--- config.mk ---
export PLATFORM = sky130hd
export DESIGN_NAME = mem_bus_stage
export DESIGN_NICKNAME = d
export VERILOG_FILES = /design/src/rtl/mem_bus_stage.sv
export SDC_FILE = /design/constraint.sdc
export NUM_CORES = 1
export LEC_CHECK = 0
export ABC_CLOCK_PERIOD_IN_PS = 4600
export BUFFER_PORTS_ARGS = -buffer_cell sky130_fd_sc_hd__buf_4
export CELL_PAD_IN_SITES_DETAIL_PLACEMENT = 0
export CELL_PAD_IN_SITES_GLOBAL_PLACEMENT = 1
export CORE_AREA = 2 2 151 153
export CTS_CLUSTER_SIZE = 8
export DETAILED_ROUTE_END_ITERATION = 8
export DIE_AREA = 0 0 153 155
export PLACE_DENSITY = 0.85
export SLEW_MARGIN = 20
export SYNTH_ARGS = -nofsm -noshare
export SYNTH_HDL_FRONTEND = slang
export SYNTH_SLANG_ARGS = --single-unit
--- constraint.sdc ---
create_clock -name clk -period 4.6 [get_ports clk]
set_clock_uncertainty 0.05 [all_clocks]
set_input_delay 0.92 -clock clk [delete_from_list [all_inputs] [get_ports clk]]
set_output_delay 0.92 -clock clk [all_outputs]
set_load 0.005 [all_outputs]
--- src/rtl/mem_bus_stage.sv ---
// MEM stage of the 5-stage MIPS pipeline: passes ALU results through and runs a
// request/ack data-bus transaction for loads and stores, stalling the pipe until done.
module mem_bus_stage #(
  parameter int unsigned MEMOP_W = 4
) (
  input  logic               clk,
  input  logic               clr,
  input  logic [5:0]         stall,
  input  logic [4:0]         wd_i,
  input  logic               wreg_i,
  input  logic [31:0]        wdata_i,
  input  logic [31:0]        hi_i,
  input  logic [31:0]        lo_i,
  input  logic               whilo_i,
  input  logic [MEMOP_W-1:0] mem_op_i,
  input  logic [31:0]        mem_addr_i,
  input  logic [31:0]        reg2_i,
  output logic [4:0]         mem_wd,
  output logic               mem_wreg,
  output logic [31:0]        mem_wdata,
  output logic [31:0]        mem_hi,
  output logic [31:0]        mem_lo,
  output logic               mem_whilo,
  output logic               stallreq,
  output logic               misalign,
  output logic               bus_req,
  output logic               bus_we,
  output logic [31:0]        bus_addr,
  output logic [3:0]         bus_sel,
  output logic [31:0]        bus_wdata,
  input  logic               bus_ack,
  input  logic [31:0]        bus_rdata
);

  localparam logic [MEMOP_W-1:0] OpLb  = MEMOP_W'(1);
  localparam logic [MEMOP_W-1:0] OpLbu = MEMOP_W'(2);
  localparam logic [MEMOP_W-1:0] OpLh  = MEMOP_W'(3);
  localparam logic [MEMOP_W-1:0] OpLhu = MEMOP_W'(4);
  localparam logic [MEMOP_W-1:0] OpLw  = MEMOP_W'(5);
  localparam logic [MEMOP_W-1:0] OpSb  = MEMOP_W'(9);
  localparam logic [MEMOP_W-1:0] OpSh  = MEMOP_W'(10);
  localparam logic [MEMOP_W-1:0] OpSw  = MEMOP_W'(11);

  typedef enum logic [1:0] {StIdle, StBusy, StDone} state_e;

  state_e      state;
  logic [31:0] rd_buf;

  logic        is_load, is_store, is_byte, is_half, is_word, mis_c;
  logic [3:0]  sel_c;
  logic [31:0] st_data, ld_data;
  logic [7:0]  ld_byte;
  logic [15:0] ld_half;
  logic        unused_stall;

  assign unused_stall = ^{stall[5], stall[3:0]};

  always_comb begin
    is_load  = 1'b0;
    is_store = 1'b0;
    is_byte  = 1'b0;
    is_half  = 1'b0;
    is_word  = 1'b0;
    case (mem_op_i)
      OpLb, OpLbu: begin is_load  = 1'b1; is_byte = 1'b1; end
      OpLh, OpLhu: begin is_load  = 1'b1; is_half = 1'b1; end
      OpLw:        begin is_load  = 1'b1; is_word = 1'b1; end
      OpSb:        begin is_store = 1'b1; is_byte = 1'b1; end
      OpSh:        begin is_store = 1'b1; is_half = 1'b1; end
      OpSw:        begin is_store = 1'b1; is_word = 1'b1; end
      default: ;
    endcase
  end

  assign mis_c = (is_half & mem_addr_i[0]) | (is_word & (|mem_addr_i[1:0]));

  // Big-endian lanes: address 0 maps to the most significant byte.
  always_comb begin
    sel_c   = 4'b1111;
    st_data = reg2_i;
    if (is_byte) begin
      st_data = {4{reg2_i[7:0]}};
      case (mem_addr_i[1:0])
        2'b00:   sel_c = 4'b1000;
        2'b01:   sel_c = 4'b0100;
        2'b10:   sel_c = 4'b0010;
        default: sel_c = 4'b0001;
      endcase
    end else if (is_half) begin
      st_data = {2{reg2_i[15:0]}};
      sel_c   = mem_addr_i[1] ? 4'b0011 : 4'b1100;
    end
  end

  always_comb begin
    case (mem_addr_i[1:0])
      2'b00:   ld_byte = rd_buf[31:24];
      2'b01:   ld_byte = rd_buf[23:16];
      2'b10:   ld_byte = rd_buf[15:8];
      default: ld_byte = rd_buf[7:0];
    endcase
    ld_half = mem_addr_i[1] ? rd_buf[15:0] : rd_buf[31:16];
    case (mem_op_i)
      OpLb:    ld_data = {{24{ld_byte[7]}}, ld_byte};
      OpLbu:   ld_data = {24'b0, ld_byte};
      OpLh:    ld_data = {{16{ld_half[15]}}, ld_half};
      OpLhu:   ld_data = {16'b0, ld_half};
      default: ld_data = rd_buf;
    endcase
  end

  always_ff @(posedge clk) begin
    if (clr) begin
      state     <= StIdle;
      bus_req   <= 1'b0;
      bus_we    <= 1'b0;
      bus_addr  <= 32'b0;
      bus_sel   <= 4'b0;
      bus_wdata <= 32'b0;
      rd_buf    <= 32'b0;
    end else begin
      case (state)
        StIdle: begin
          if ((is_load | is_store) & ~mis_c) begin
            bus_req   <= 1'b1;
            bus_we    <= is_store;
            bus_addr  <= {mem_addr_i[31:2], 2'b00};
            bus_sel   <= sel_c;
            bus_wdata <= st_data;
            state     <= StBusy;
          end
        end
        StBusy: begin
          if (bus_ack) begin
            rd_buf  <= bus_rdata;
            bus_req <= 1'b0;
            bus_we  <= 1'b0;
            state   <= StDone;
          end
        end
        StDone: begin
          // Leaving only when the pipe advances keeps the held instruction from relaunching.
          if (!stall[4]) state <= StIdle;
        end
        default: state <= StIdle;
      endcase
    end
  end

  always_comb begin
    mem_hi    = hi_i;
    mem_lo    = lo_i;
    misalign  = mis_c;
    mem_wd    = wd_i;
    mem_wreg  = wreg_i;
    mem_wdata = wdata_i;
    mem_whilo = whilo_i;
    stallreq  = 1'b0;
    if (is_load | is_store) begin
      if (state == StDone && !mis_c) begin
        if (is_load) mem_wdata = ld_data;
      end else begin
        mem_wd    = 5'b0;
        mem_wreg  = 1'b0;
        mem_wdata = 32'b0;
        mem_whilo = 1'b0;
        stallreq  = ~mis_c;
      end
    end
  end

endmodule

==> impl_results.md, run 1 <==
* Hold-fix buffers, CTS at 0
* Worst Hold Class: register to register
* DRT Wirelength at 20900 um
* Worst VDD drop at 187 uV
* R2r setup slk at 2.63 ns
* Pre-CTS setup slack at 0.920 ns
* Routed WL per cell at 17.3 um
* Fmax at 272 MHz
* Num CTS Buffers at 9
* CP arrival at 2.70 ns
* Post-Synthesis Cell Area at 5980 um^2
* Slew of the pin with the lowest slew margin at 0.944 ns
* DR DRC count at 0
* Critical path type: input port to primary output
* Post-synthesis adder-cell area fraction at 0%
* Hold endpoint: bus_addr[29]
* Post-synthesis cell count at 769
* Layout cells sized above 1 at 34.3%
* Clock root buffer: clkbuf_16
* Starting density of the core at 26.9%
* CP startpoint kind: input port
* Hold depth at 2
* Worst Path Max Fanout at 28
* Port bufs at 251
* Post-synthesis xor/xnor area fraction at 0.293%
* Layout Nets at 1126
* Core area at 22200 um^2
* Number of hold violations in the final report at 0
* # Post-CTS Setup Buffers at 0
* Hold slack at 0.404 ns
* Vias per cell at 4.89
* Die area at 23700 um^2
* Max-slew violations at 0
* Uppermost layer routed: met4
* Die width at 153 um
* Leading area contributor after synthesis: dfxtp_1
* Wl on met1 at 8690 um
* Slew headroom at 37.1%
* NetSw at 0.756 mW
* RR Endpoint: bus_wdata[23]
* Worst-Skew Late Latency at 0.34 ns
* Share of the yosys chip area belonging to registers at 34.1%
* Final setup viols at 0
* Power Internal at 1.67 mW
* Syn_area_per_cell at 7.78 um^2
* Layout fillers at 2348
* Met2 Wirelength at 9770 um
* Final cycle utilization of the critical path at 79.9%
* Vias in the first global route at 5522
* Share of power burned in registers at 41.3%
* Leakage power at 3.29 nW
* GRT Total Usage at 16.6%
* Power density over cell area at 311 nW/um^2
* Worst r2r path cells at 5
* Switching Fraction at 31.2%
* Count leader, synth: nand2_1
* Row count at 55
* Synth top area share at 34.1%
* Max Cap Viol at 0
* First-pass GRT wire length at 31300 um
* Top cells by area, synth: dfxtp_1 34%, nand2_1 11%, a21oi_1 10%, buf_4 8.8%, mux2i_1 4.4%
* Req. time, crit path at 3.63 ns
* TritonCTS clock tree: yes
* H-tree levels at 3
* Vias at 5888
* CP Capture Type: primary output
* Die Y at 155 um
* WL met3 at 1530 um
* Compound-Gate Fraction of Synth Area at 25.4%
* Most common flop cell mapped by yosys: dfxtp_1
* Initial antenna violation count at 1
* Gr ovfl total at 0
* Synth Area in Simple Gates at 18.5%
* Setup ws final at 0.926 ns
* Yosys Warn Count at 0
* Post-synth EDFFs at 0
* RSZ-0062 raised after global routing: false
* Bufs on Longest Clock Path at 2
* Ports at 387
* Hold Startpoint: bus_addr[29]
* Final min period at 3.67 ns
* Area Overhead vs Synth at 30.3%
* Async SR Flop Fraction at 0%
* Cell variety after synth at 57
* Placed wire-length estimate at 15800 um
* Post_cts resized at 0
* RePlAce Congestion at 0.867
* Crit Reg-Reg Startpoint: state[0]
* TNS Setup at 0 ns
* Outcome: finished, final reports clean
* Count of state elements after synthesis at 102
* Initial drt markers at 349
* Largest family of logic cells by synthesized area: compound AO/OA/AOI/OAI gates
* Post-synth top cells: 173 x nand2_1, 121 x a21oi_1, 102 x dfxtp_1
* TritonRoute pass-1 iters at 4
* Post-synthesis mux area share at 7.36%
* CTS clk-pin slew, worst paths at 0.08 ns
* Post-DRT Antenna Nets at 0
* Largest net degree at the start of global routing at 79
* Num Clock Sinks at 102
* Clock power frac at 32.2%
* Combinational group share of total power at 26.5%
[power by group through the flow]
stage	clock, mW	combinational, mW	sequential [mW]
after floorplan	0	0.390	1.01
after global placement	0	0.641	1.02
after detailed placement	0	0.648	1.02
after CTS	0.811	0.650	0.999
after global routing	0.844	0.706	1.01
final	0.781	0.641	1.00
[flip-flops by register name (all words and copies together), names as in the netlist]
name and cells:
rd_buf 32, bus_req 1, bus_wdata 32, bus_addr 30
state 2, bus_we 1, bus_sel 4
[cell usage in the layout, fill, tap and decap left out, drive strengths merged, types with 2 or more instances in the layout]
cell and instances:
a211oi 24, a21boi 4, a21o 2, a21oi 121
a22oi 19, a311oi 2, and2 3, buf 262
clkbuf 10, conb 2, dfxtp 102, inv 9
mux2 6, mux2i 26, mux4 5, nand2 173
nand2b 3, nand3 6, nor2 49, nor2b 13
nor3 8, o211a 3, o211ai 9, o21ai 16
o221ai 5, o22ai 8, o2bb2ai 5, o31ai 2
o32a 2, or2 2
[critical path, stage by stage]
cell and delay [ns]:
buf_4 0.26, inv_1 0.18, a21oi_1 0.36, and2_1 0.51
nor2_1 0.08, a211oi_1 0.23, buf_4 0.15
[per-layer routing]
metal  up-vias  GRT usage, %
met1      2712          20.5
met5         -             0
met4         0          8.55
li1       2889             -
met3        57          4.48
met2       230          26.8
[cell type report]
class	count	area, um^2	share of cell area [%]
antenna	1	2.50	0.0321
multi-input combinational	534	3110	39.9
timing repair buffer	262	1970	25.2
clock inverter	6	61.3	0.787
inverter	5	18.8	0.241
clock buffer	10	239	3.07
tap	285	357	4.58
sequential	102	2040	26.2
[worst max-delay path by stage]
stage	startpoint	end	depth (start not counted)
5_1_grt	mem_op_i[2]	mem_wdata[12]	7
3_5_place_dp	mem_op_i[2]	mem_wdata[12]	7
2_1_floorplan	mem_addr_i[0]	mem_wdata[21]	5
4_1_cts	mem_op_i[2]	mem_wdata[12]	7
6_report	mem_op_i[2]	mem_wdata[12]	7
3_3_place_gp	mem_op_i[2]	mem_wdata[12]	7
[through the flow]
step                      utilization [%]  total power, mW  instances  area, um^2
final                                35.1             2.42       1205        7790
after CTS                            35.0             2.46       1204        7790
after floorplan                         -             1.40        770        5980
after global routing                 35.1             2.56       1205        7790
after detailed placement             33.7             1.67       1188        7490
after global placement               33.7             1.66       1188        7490
[cell families after synthesis]
family          count (synthesis)
mux                            37
other cells                     1
simple gates                  264
buf+inv                       134
xor+xnor                        2
compound gates                229
flops                         102
Power figures use the tool's default switching activity.
==> run 2: changes to the inputs <==
--- a/config.mk
+++ b/config.mk
@@ -5,14 +5,14 @@
 export SDC_FILE = /design/constraint.sdc
 export NUM_CORES = 1
 export LEC_CHECK = 0
-export ABC_CLOCK_PERIOD_IN_PS = 4600
+export ABC_CLOCK_PERIOD_IN_PS = 3000
 export BUFFER_PORTS_ARGS = -buffer_cell sky130_fd_sc_hd__buf_4
 export CELL_PAD_IN_SITES_DETAIL_PLACEMENT = 0
 export CELL_PAD_IN_SITES_GLOBAL_PLACEMENT = 1
-export CORE_AREA = 2 2 151 153
+export CORE_MARGIN = 2
+export CORE_UTILIZATION = 26
 export CTS_CLUSTER_SIZE = 8
 export DETAILED_ROUTE_END_ITERATION = 8
-export DIE_AREA = 0 0 153 155
 export PLACE_DENSITY = 0.85
 export SLEW_MARGIN = 20
 export SYNTH_ARGS = -nofsm -noshare
==> constraint.sdc (replaced) <==
create_clock -name clk -period 3 [get_ports clk]
set_clock_uncertainty 0.05 [all_clocks]
set_input_delay 0.6 -clock clk [delete_from_list [all_inputs] [get_ports clk]]
set_output_delay 0.6 -clock clk [all_outputs]
set_load 0.005 [all_outputs]
==> run 2 against run 1 <==
  * Design area rose by 1.7%
  * Final cell count rose by 0.75%
  * Sequential cell count did not move
  * Die area rose by 2.2%
  * Non-clock buffer count rose by 11
==> impl_results.md, run 2 (same netlist as run 1, synthesis figures left out) <==
* # Post-CTS Setup Buffers at 0
* Routed WL per cell at 17.4 um
* Hold-fix buffers, CTS at 0
* Largest registers: bus_wdata (32), rd_buf (32), bus_addr (30)
* Worst VDD drop at 215 uV
* Hold Startpoint: bus_addr[15]
* Num Clock Sinks at 102
* Die width at 156 um
* Critical Path, Cell by Cell: buf_4 > inv_1 > o21ai_0 > and2_1 > a22oi_1 > o211a_1 > nor3_1 > buf_4
* Num CTS Buffers at 9
* Worst-Skew Late Latency at 0.34 ns
* TNS Setup at 0 ns
* Initial drt markers at 259
* CP arrival at 2.22 ns
* GRT Total Usage at 16.6%
* TritonCTS clock tree: yes
* Layout cells sized above 1 at 35.0%
* Ports at 387
* Max Cap Viol at 0
* Post-DRT Antenna Nets at 0
* Leakage power at 3.35 nW
* Slew of the pin with the lowest slew margin at 0.890 ns
* CP Capture Type: primary output
* Layout Nets at 1137
* Core area at 22600 um^2
* H-tree levels at 3
* Most frequent cells in the layout: 267 x buf_4, 173 x nand2_1, 121 x a21oi_1
* Slew headroom at 40.6%
* Max-slew violations at 0
* Vias in the first global route at 5587
* Placed wire-length estimate at 16100 um
* Outcome: finished, final reports clean
* Worst Path Max Fanout at 20
* Die Y at 156 um
* DRT Wirelength at 21100 um
* Power density over cell area at 468 nW/um^2
* Worst Hold Class: register to register
* RSZ-0062 raised after global routing: false
* Commonest non-fill, non-tap cell in the layout: buf_4
* RePlAce Congestion at 0.873
* Antenna diode count at 0
* Fmax at 348 MHz
* Post_cts resized at 0
* Final setup viols at 0
* Port bufs at 251
* Top cell by count, worst path: buf_4
* Bufs on Longest Clock Path at 2
* Req. time, crit path at 2.35 ns
* Die area at 24200 um^2
* DR DRC count at 0
* CTS clk-pin slew, worst paths at 0.08 ns
* Clock root buffer: clkbuf_16
* Initial antenna violation count at 0
* Final cycle utilization of the critical path at 95.7%
* Crit-path slowest cell: o21ai_0
* Number of hold violations in the final report at 0
* Area Overhead vs Synth at 32.6%
* Starting density of the core at 26.4%
* First-pass GRT wire length at 31200 um
* Vias at 5907
* Critical path launch point: mem_op_i[2]
* Vias per cell at 4.87
* Gr ovfl total at 0
* Slowest cell delay on critical path at 0.36 ns
* Crit Reg-Reg Startpoint: state[0]
* Largest net degree at the start of global routing at 54
* Layout fillers at 2403
* Hold slack at 0.406 ns
* Critical path type: input port to primary output
* TritonRoute pass-1 iters at 4
* Row count at 55
* Final min period at 2.87 ns
* CP startpoint kind: input port
[run 2: cell count changes in the layout (fill, tap and decap cells not counted)]
cell | before | now
inv_8 | 4 | 2
clkbuf_8 | 1 | 0
clkinvlp_4 | 1 | 2
buf_12 | 0 | 6
diode_2 | 1 | 0
buf_4 | 262 | 267
clkinv_4 | 1 | 0
inv_6 | 0 | 2
[run 2: power by group]
group          switching [mW]  leakage [nW]  internal, mW
clock                   0.574         0.132         0.577
sequential             0.0765         0.834          1.46
combinational           0.506          2.38         0.516
total                    1.16          3.35          2.55
[run 2: worst max-delay path: cells and delay by family]
family                 cells  cell delay [ns]
and+or+nand+nor            2             0.46
AOI/OAI and AO/OA          3             0.64
buffers and inverters      3             0.52
[run 2: layout make-up]
type / instances / area, um^2 / share of cell area [%]
clock buffers: 9 / 225 / 2.84
clock inverters: 6 / 55.1 / 0.694
flip-flops and latches: 102 / 2040 / 25.8
well taps: 285 / 357 / 4.50
multi-input cells: 534 / 3110 / 39.2
repair buffers: 273 / 2120 / 26.8
inverters: 5 / 18.8 / 0.237
[run 2: final timing paths]
kind | endpoint | slack [ns] | depth (start not counted)
worst min-delay path | bus_addr[15] | 0.41 | 2
worst max register to register | bus_addr[30] | 1.35 | 5
worst max-delay path | mem_wdata[0] | 0.13 | 8
worst min register to register | bus_addr[15] | 0.41 | 2
[run 2: stage by stage]
| step | power [mW] | utilization (%) | worst slack, ns | area [um^2] | cells |
|---|---|---|---|---|---|
| CTS | 3.77 | 35.0 | 0.173 | 7930 | 1214 |
| floorplan | 2.15 | - | 0.293 | 5980 | 770 |
| global route | 3.92 | 35.0 | 0.0102 | 7930 | 1214 |
| finish | 3.71 | 35.0 | 0.129 | 7930 | 1214 |
| detailed placement | 2.60 | 33.8 | 0.177 | 7650 | 1199 |
| global placement | 2.59 | 33.8 | 0.174 | 7650 | 1199 |
[run 2: metal layers]
layer	part of all wire, %	global-route usage, %	up-vias
met3	7.8	4.92	42
met2	48	27.6	228
li1	-	-	2907
met5	0	0	-
met1	41	20.2	2730
met4	3.0	6.64	0
